===== src/rtl/alu_mc.sv =====
// alu_mc: multi-cycle ALU with a valid/ready handshake on both sides.
//
// Single-cycle operations (AND, OR, ADD, SUB, XOR, SLT, SLTU, SRL, SLL, SRA)
// are registered one edge after acceptance. MUL, DIVU and REMU run
// iteratively, one bit per clock, for WIDTH clocks.
//
// Ports:
//   i_clk        clock, all state updates on the rising edge
//   i_rst        synchronous, active-low reset
//   i_in_valid   operands/opcode valid
//   o_in_ready   block can accept (high only in IDLE)
//   i_op1        first operand
//   i_op2        second operand / shift amount (low SHW bits)
//   i_alu_op     4-bit operation select
//   o_out_valid  result/zero valid, held until i_out_ready
//   i_out_ready  consumer accepts the result
//   o_result     registered result
//   o_zero       registered, 1 when result is zero
module alu_mc #(
  parameter int WIDTH = 32,
  localparam int SHW  = $clog2(WIDTH)
) (
  input  logic             i_clk,
  input  logic             i_rst,
  input  logic             i_in_valid,
  output logic             o_in_ready,
  input  logic [WIDTH-1:0] i_op1,
  input  logic [WIDTH-1:0] i_op2,
  input  logic [3:0]       i_alu_op,
  output logic             o_out_valid,
  input  logic             i_out_ready,
  output logic [WIDTH-1:0] o_result,
  output logic             o_zero
);

  localparam logic [3:0] OP_AND  = 4'b0000;
  localparam logic [3:0] OP_OR   = 4'b0001;
  localparam logic [3:0] OP_ADD  = 4'b0010;
  localparam logic [3:0] OP_MUL  = 4'b0011;
  localparam logic [3:0] OP_SLT  = 4'b0100;
  localparam logic [3:0] OP_XOR  = 4'b0101;
  localparam logic [3:0] OP_SUB  = 4'b0110;
  localparam logic [3:0] OP_SLTU = 4'b0111;
  localparam logic [3:0] OP_SRL  = 4'b1000;
  localparam logic [3:0] OP_SLL  = 4'b1001;
  localparam logic [3:0] OP_SRA  = 4'b1010;
  localparam logic [3:0] OP_DIVU = 4'b1011;
  localparam logic [3:0] OP_REMU = 4'b1100;

  typedef enum logic [1:0] {
    S_IDLE,
    S_ITER,
    S_DONE
  } state_t;

  state_t           r_state;
  state_t           w_stateNext;
  logic [3:0]       r_op;
  logic [SHW-1:0]   r_cnt;
  logic [WIDTH-1:0] r_a;
  logic [WIDTH-1:0] r_b;
  logic [WIDTH-1:0] r_q;
  logic [WIDTH-1:0] r_acc;
  logic [WIDTH-1:0] r_result;
  logic             r_zero;

  logic             w_accept;
  logic             w_isIterIn;
  logic             w_lastStep;
  logic [SHW-1:0]   w_shamt;
  logic [WIDTH-1:0] w_quick;
  logic [WIDTH-1:0] w_mulAcc;
  logic [WIDTH:0]   w_remShift;
  logic [WIDTH:0]   w_remDiff;
  logic             w_remGe;
  logic [WIDTH-1:0] w_remNext;
  logic [WIDTH-1:0] w_qNext;
  logic [WIDTH-1:0] w_iterResult;

  assign w_accept    = i_in_valid && (r_state == S_IDLE);
  assign w_isIterIn  = (i_alu_op == OP_MUL) || (i_alu_op == OP_DIVU) || (i_alu_op == OP_REMU);
  assign w_lastStep  = (r_cnt == SHW'(WIDTH - 1));
  assign w_shamt     = i_op2[SHW-1:0];

  assign o_in_ready  = (r_state == S_IDLE);
  assign o_out_valid = (r_state == S_DONE);
  assign o_result    = r_result;
  assign o_zero      = r_zero;

  // State register.
  always_ff @(posedge i_clk) begin
    if (!i_rst) begin
      r_state <= S_IDLE;
    end else begin
      r_state <= w_stateNext;
    end
  end

  // Next-state logic. The done state waits for the consumer; the iterative
  // state leaves after the WIDTH-th step.
  always_comb begin
    w_stateNext = r_state;
    case (r_state)
      S_IDLE: begin
        if (w_accept) begin
          w_stateNext = w_isIterIn ? S_ITER : S_DONE;
        end
      end
      S_ITER: begin
        if (w_lastStep) begin
          w_stateNext = S_DONE;
        end
      end
      S_DONE: begin
        if (i_out_ready) begin
          w_stateNext = S_IDLE;
        end
      end
      default: w_stateNext = S_IDLE;
    endcase
  end

  // Single-cycle result, computed straight from the input operands so it can
  // be registered on the accepting edge. Unknown opcodes produce zero.
  always_comb begin
    w_quick = '0;
    case (i_alu_op)
      OP_AND:  w_quick = i_op1 & i_op2;
      OP_OR:   w_quick = i_op1 | i_op2;
      OP_ADD:  w_quick = i_op1 + i_op2;
      OP_SUB:  w_quick = i_op1 - i_op2;
      OP_XOR:  w_quick = i_op1 ^ i_op2;
      OP_SLT:  w_quick = {{(WIDTH-1){1'b0}}, ($signed(i_op1) < $signed(i_op2))};
      OP_SLTU: w_quick = {{(WIDTH-1){1'b0}}, (i_op1 < i_op2)};
      OP_SRL:  w_quick = i_op1 >> w_shamt;
      OP_SLL:  w_quick = i_op1 << w_shamt;
      OP_SRA:  w_quick = $signed(i_op1) >>> w_shamt;
      default: w_quick = '0;
    endcase
  end

  // One iteration step. For MUL, r_a is the left-shifting multiplicand and
  // r_b the right-shifting multiplier. For DIVU/REMU, r_q starts as the
  // dividend and fills with quotient bits from the bottom while r_acc holds
  // the partial remainder. The sign bit of the WIDTH+1 difference is the
  // borrow, so it doubles as the "remainder >= divisor" test. A zero
  // divisor always passes that test, which gives an all-ones quotient and
  // leaves the dividend as the remainder without special casing.
  always_comb begin
    w_mulAcc   = r_acc + (r_b[0] ? r_a : '0);
    w_remShift = {r_acc, r_q[WIDTH-1]};
    w_remDiff  = w_remShift - {1'b0, r_b};
    w_remGe    = !w_remDiff[WIDTH];
    w_remNext  = w_remGe ? w_remDiff[WIDTH-1:0] : w_remShift[WIDTH-1:0];
    w_qNext    = {r_q[WIDTH-2:0], w_remGe};
    case (r_op)
      OP_MUL:  w_iterResult = w_mulAcc;
      OP_DIVU: w_iterResult = w_qNext;
      default: w_iterResult = w_remNext;
    endcase
  end

  // Datapath registers: operand capture at acceptance, the iteration step
  // while in ITER, and the result/zero registers that stay put through DONE.
  always_ff @(posedge i_clk) begin
    if (!i_rst) begin
      r_op     <= '0;
      r_cnt    <= '0;
      r_a      <= '0;
      r_b      <= '0;
      r_q      <= '0;
      r_acc    <= '0;
      r_result <= '0;
      r_zero   <= 1'b0;
    end else begin
      case (r_state)
        S_IDLE: begin
          if (w_accept) begin
            r_op  <= i_alu_op;
            r_cnt <= '0;
            if (w_isIterIn) begin
              r_a   <= i_op1;
              r_b   <= i_op2;
              r_q   <= i_op1;
              r_acc <= '0;
            end else begin
              r_result <= w_quick;
              r_zero   <= (w_quick == '0);
            end
          end
        end
        S_ITER: begin
          r_cnt <= r_cnt + 1'b1;
          if (r_op == OP_MUL) begin
            r_acc <= w_mulAcc;
            r_a   <= r_a << 1;
            r_b   <= r_b >> 1;
          end else begin
            r_acc <= w_remNext;
            r_q   <= w_qNext;
          end
          if (w_lastStep) begin
            r_result <= w_iterResult;
            r_zero   <= (w_iterResult == '0);
          end
        end
        default: begin
        end
      endcase
    end
  end

endmodule


===== config.mk =====
export PLATFORM = sky130hd
export DESIGN_NAME = alu_mc
export DESIGN_NICKNAME = d
export VERILOG_FILES = /design/src/rtl/alu_mc.sv
export SDC_FILE = /design/constraint.sdc
export NUM_CORES = 1
export LEC_CHECK = 0
export CORE_MARGIN = 2
export CORE_UTILIZATION = 50
export DETAILED_ROUTE_END_ITERATION = 8
export PLACE_DENSITY = 0.82
export RECOVER_POWER = 25
export SETUP_SLACK_MARGIN = 0.1
export SYNTH_ARGS = -nofsm -noshare
export SYNTH_HDL_FRONTEND = slang
export SYNTH_SLANG_ARGS = --single-unit

===== constraint.sdc =====
create_clock -name i_clk -period 4.4 [get_ports i_clk]
set_input_delay 0.66 -clock i_clk [delete_from_list [all_inputs] [get_ports i_clk]]
set_output_delay 0.66 -clock i_clk [all_outputs]
set_load 0.01 [all_outputs]

==> impl_metrics.json <==
{
  "critical_path_class": "reg2reg",
  "gp_congestion": 1.02,
  "htree_num_levels": 4,
  "viasPerCell": 6.55,
  "endpoint_kind": "flop",
  "ios": 107,
  "crit_chain": "ha_1 -> inv_1 -> fa_1 -> a211oi_2 -> buf_4 -> o211ai_2 -> a22oi_1 -> buf_4 -> a211o_4 -> o211a_4 -> buf_4 -> mux2i_2 -> a21oi_1 -> nor2_1 -> buf_4 -> o211a_1 -> nand4_1 -> o41ai_2 -> o221a_1",
  "die_area_sq_mm": 0.0460,
  "synth_area_leaders": "dfxtp_1 16%, ha_1 9.8%, a21oi_1 6.9%, nand2_1 5.5%, o211a_1 4.8%",
  "synth-seq-cells": 172,
  "worst_slack_ps": 73.6,
  "start_util_pct": 50.4,
  "rows": 77,
  "dieHeight_um": 214,
  "rr_startpoint": "r_b[0]",
  "grt_pass1_vias": 25288,
  "cts_tree": "built",
  "utilization_pct": 65.5,
  "layout_common_cells": "590 x buf_4, 323 x nand2_1, 298 x a21oi_1, 240 x nor2_1, 171 x dfxtp_1",
  "powerDensity_mw_per_mm2": 252,
  "synth_top_flop_cell": "dfxtp_1",
  "layout_min_cycle_time_ps": 4330,
  "fmax_ghz": 0.231,
  "grtUsageTotal_pct": 41.8,
  "n_antenna_cell": 0,
  "place_ws_ps": -718,
  "reg2reg_slack_ps": 70,
  "skew_ps": 11.1,
  "root_buffer": "clkbuf_16",
  "synth.largest_area_cell": "dfxtp_1",
  "syn-cell-area_sq_mm": 0.0221,
  "drc": 0,
  "drive_gt1_share_pct": 24.0,
  "report.final.slew_viol_count": 121,
  "postRouteAntennaNets": 0,
  "hold_viol": 0,
  "setup-violations-final": 0,
  "critical_path_arrival_ps": 4720,
  "power.total_uw": 7240,
  "seq_area_frac_synth_pct": 15.6,
  "nNetsFinal": 3730,
  "synthesis.nets": 3222,
  "gr-total-overflow": 0,
  "die_w_um": 214,
  "path_clk_slew_ps": 70,
  "fin_hold_ws_ps": 470,
  "slowest_stage": "fa_1",
  "cp_common_cell": "buf_4",
  "hold_start": "o_result[6]",
  "ys_async_sr_fraction_pct": 0,
  "numCtsBuffers": 17,
  "clock_sinks": 172,
  "start_kind": "flop",
  "violations": "capacitance limit, slew limit",
  "syn_avg_cell_area_sq_um": 7.45,
  "final_common_cell": "buf_4",
  "status": "finished with violations",
  "drt-wirelength-per-cell_um": 24.6,
  "dr.pass1.iters": 6,
  "synth_top_cell_area_share_pct": 15.6,
  "fin_tns_setup_ps": 0,
  "reg2reg_to": "o_zero",
  "maxCapViolations": 1,
  "hold_path.class": "reg2reg",
  "grt_pass1_wl_mm": 150,
  "yosys_warnings": 0,
  "cpPeakStageDelay_ps": 430,
  "whs_endpoint": "o_result[6]",
  "rsz0062_at_grt": "true",
  "ir_drop_v": 0.000365,
  "syn_inst": 2972,
  "insertion_delay_ps": 450,
  "cts.path.max_buffers": 2,
  "p_leak_uw": 0.0137,
  "synth_cell_types": 121,
  "area_growth_pct": 30.0,
  "slew_headroom_pct": -52.4,
  "worst-r2r-cell-count": 19,
  "drt_wl_total_mm": 100,
  "cp.required_ps": 4790,
  "hold_buffers": 0,
  "core_sq_mm": 0.0439,
  "worst_pin_slew_ps": 2290,
  "holdPathStages": 2,
  "io_buffer_count": 106,
  "dpl.hpwl_mm": 78.7,
  "grt_max_degree": 148,
  "drtIter0Drc": 3181,
  "critical_path.max_fanout": 5,
  "antenna_found_initial": 2,
  "synth_edf_count": 0,
  "period_share_pct": 98.3,
  "via_count": 26746
}
[Yosys cell counts (31+ instances only)]
cell type,instances
a211oi_1,55
a21o_1,49
a21oi_1,304
a31oi_1,31
and2_1,52
clkbuf_1,154
dfxtp_1,172
ha_1,174
inv_1,147
mux2i_1,70
mux4_2,44
nand2_1,323
nand3_1,51
nor2_1,244
nor2b_1,60
nor3_1,64
o211a_1,106
o211ai_1,79
o21ai_0,104
xnor2_1,44
[state kept, by name, summed over array words and instances (netlist names)]
register  cells
o_result     32
r_a          32
r_acc        32
r_b          32
r_q          32
r_cnt         5
r_op          4
r_state       2
o_zero        1
[routing by layer]
layer	vias up	track usage (%)	share of wire, %
li1	12106	-	-
met1	12646	54.7	40
met2	1640	66.6	44
met3	354	5.45	9.2
met4	0	23.0	6.5
met5	-	0	0
[metrics by stage]
stage | instances | cell area, sq um
6_report | 4084 | 28800
5_1_grt | 4084 | 28800
4_1_cts | 4072 | 28200
3_5_place_dp | 4040 | 27600
3_3_place_gp | 4040 | 27600
2_1_floorplan | 2972 | 22200
[power breakdown]
group          switching (uW)  internal [uW]  leakage (uW)
Sequential               80.8           1650       0.00140
Combinational            2230           1760        0.0120
Clock                     713            804      0.000272
[cell type report]
type | instances | area (sq um)
repair buffers | 714 | 5830
fillers | 3923 | 15100
multi-input cells | 2423 | 17600
well taps | 592 | 741
inverters | 152 | 571
clock inverters | 13 | 130
clock buffers | 18 | 439
flip-flops and latches | 172 | 3440
[critical path, delay by kind of cell (launching register included)]
family	cells	cell delay [ps]
adders and majority gates	2	610
DFF	1	370
muxes	1	280
and+or+nand+nor	2	300
AOI/OAI and AO/OA	9	1950
buffers and inverters	5	770
[worst max-delay path by stage]
stage,startpoint,endpoint,slack (ps),cells after the start
5_1_grt,i_op2[3],o_zero,30,18
2_1_floorplan,i_op2[2],o_zero,100,17
3_5_place_dp,i_op1[7],o_zero,-720,18
6_report,r_b[0],o_zero,70,19
3_3_place_gp,i_op1[7],o_zero,-780,18
4_1_cts,r_b[0],o_zero,100,18
[timing repair]
| action | CTS | global route |
|---|---|---|
| setup buffers | 1 | 11 |
| resized for setup | 14 | 93 |
| endpoints found under the setup margin | 4 | 9 |
| gates cloned | 0 | 1 |
| pin swaps | 6 | 30 |
| hold endpoints to repair | 0 | 0 |
[cells by family (layout without fill, tap and decap cells)]
kind of cell,count (synthesis),after routing,synth area share [%]
xor+xnor,62,62,2.45
mux,136,136,8.78
flops,172,172,15.6
buf+inv,378,897,7.49
compound gates,1087,1088,34.8
simple gates,959,959,20.7
fa+ha+maj,178,178,10.2
Power figures use the tool's default switching activity.
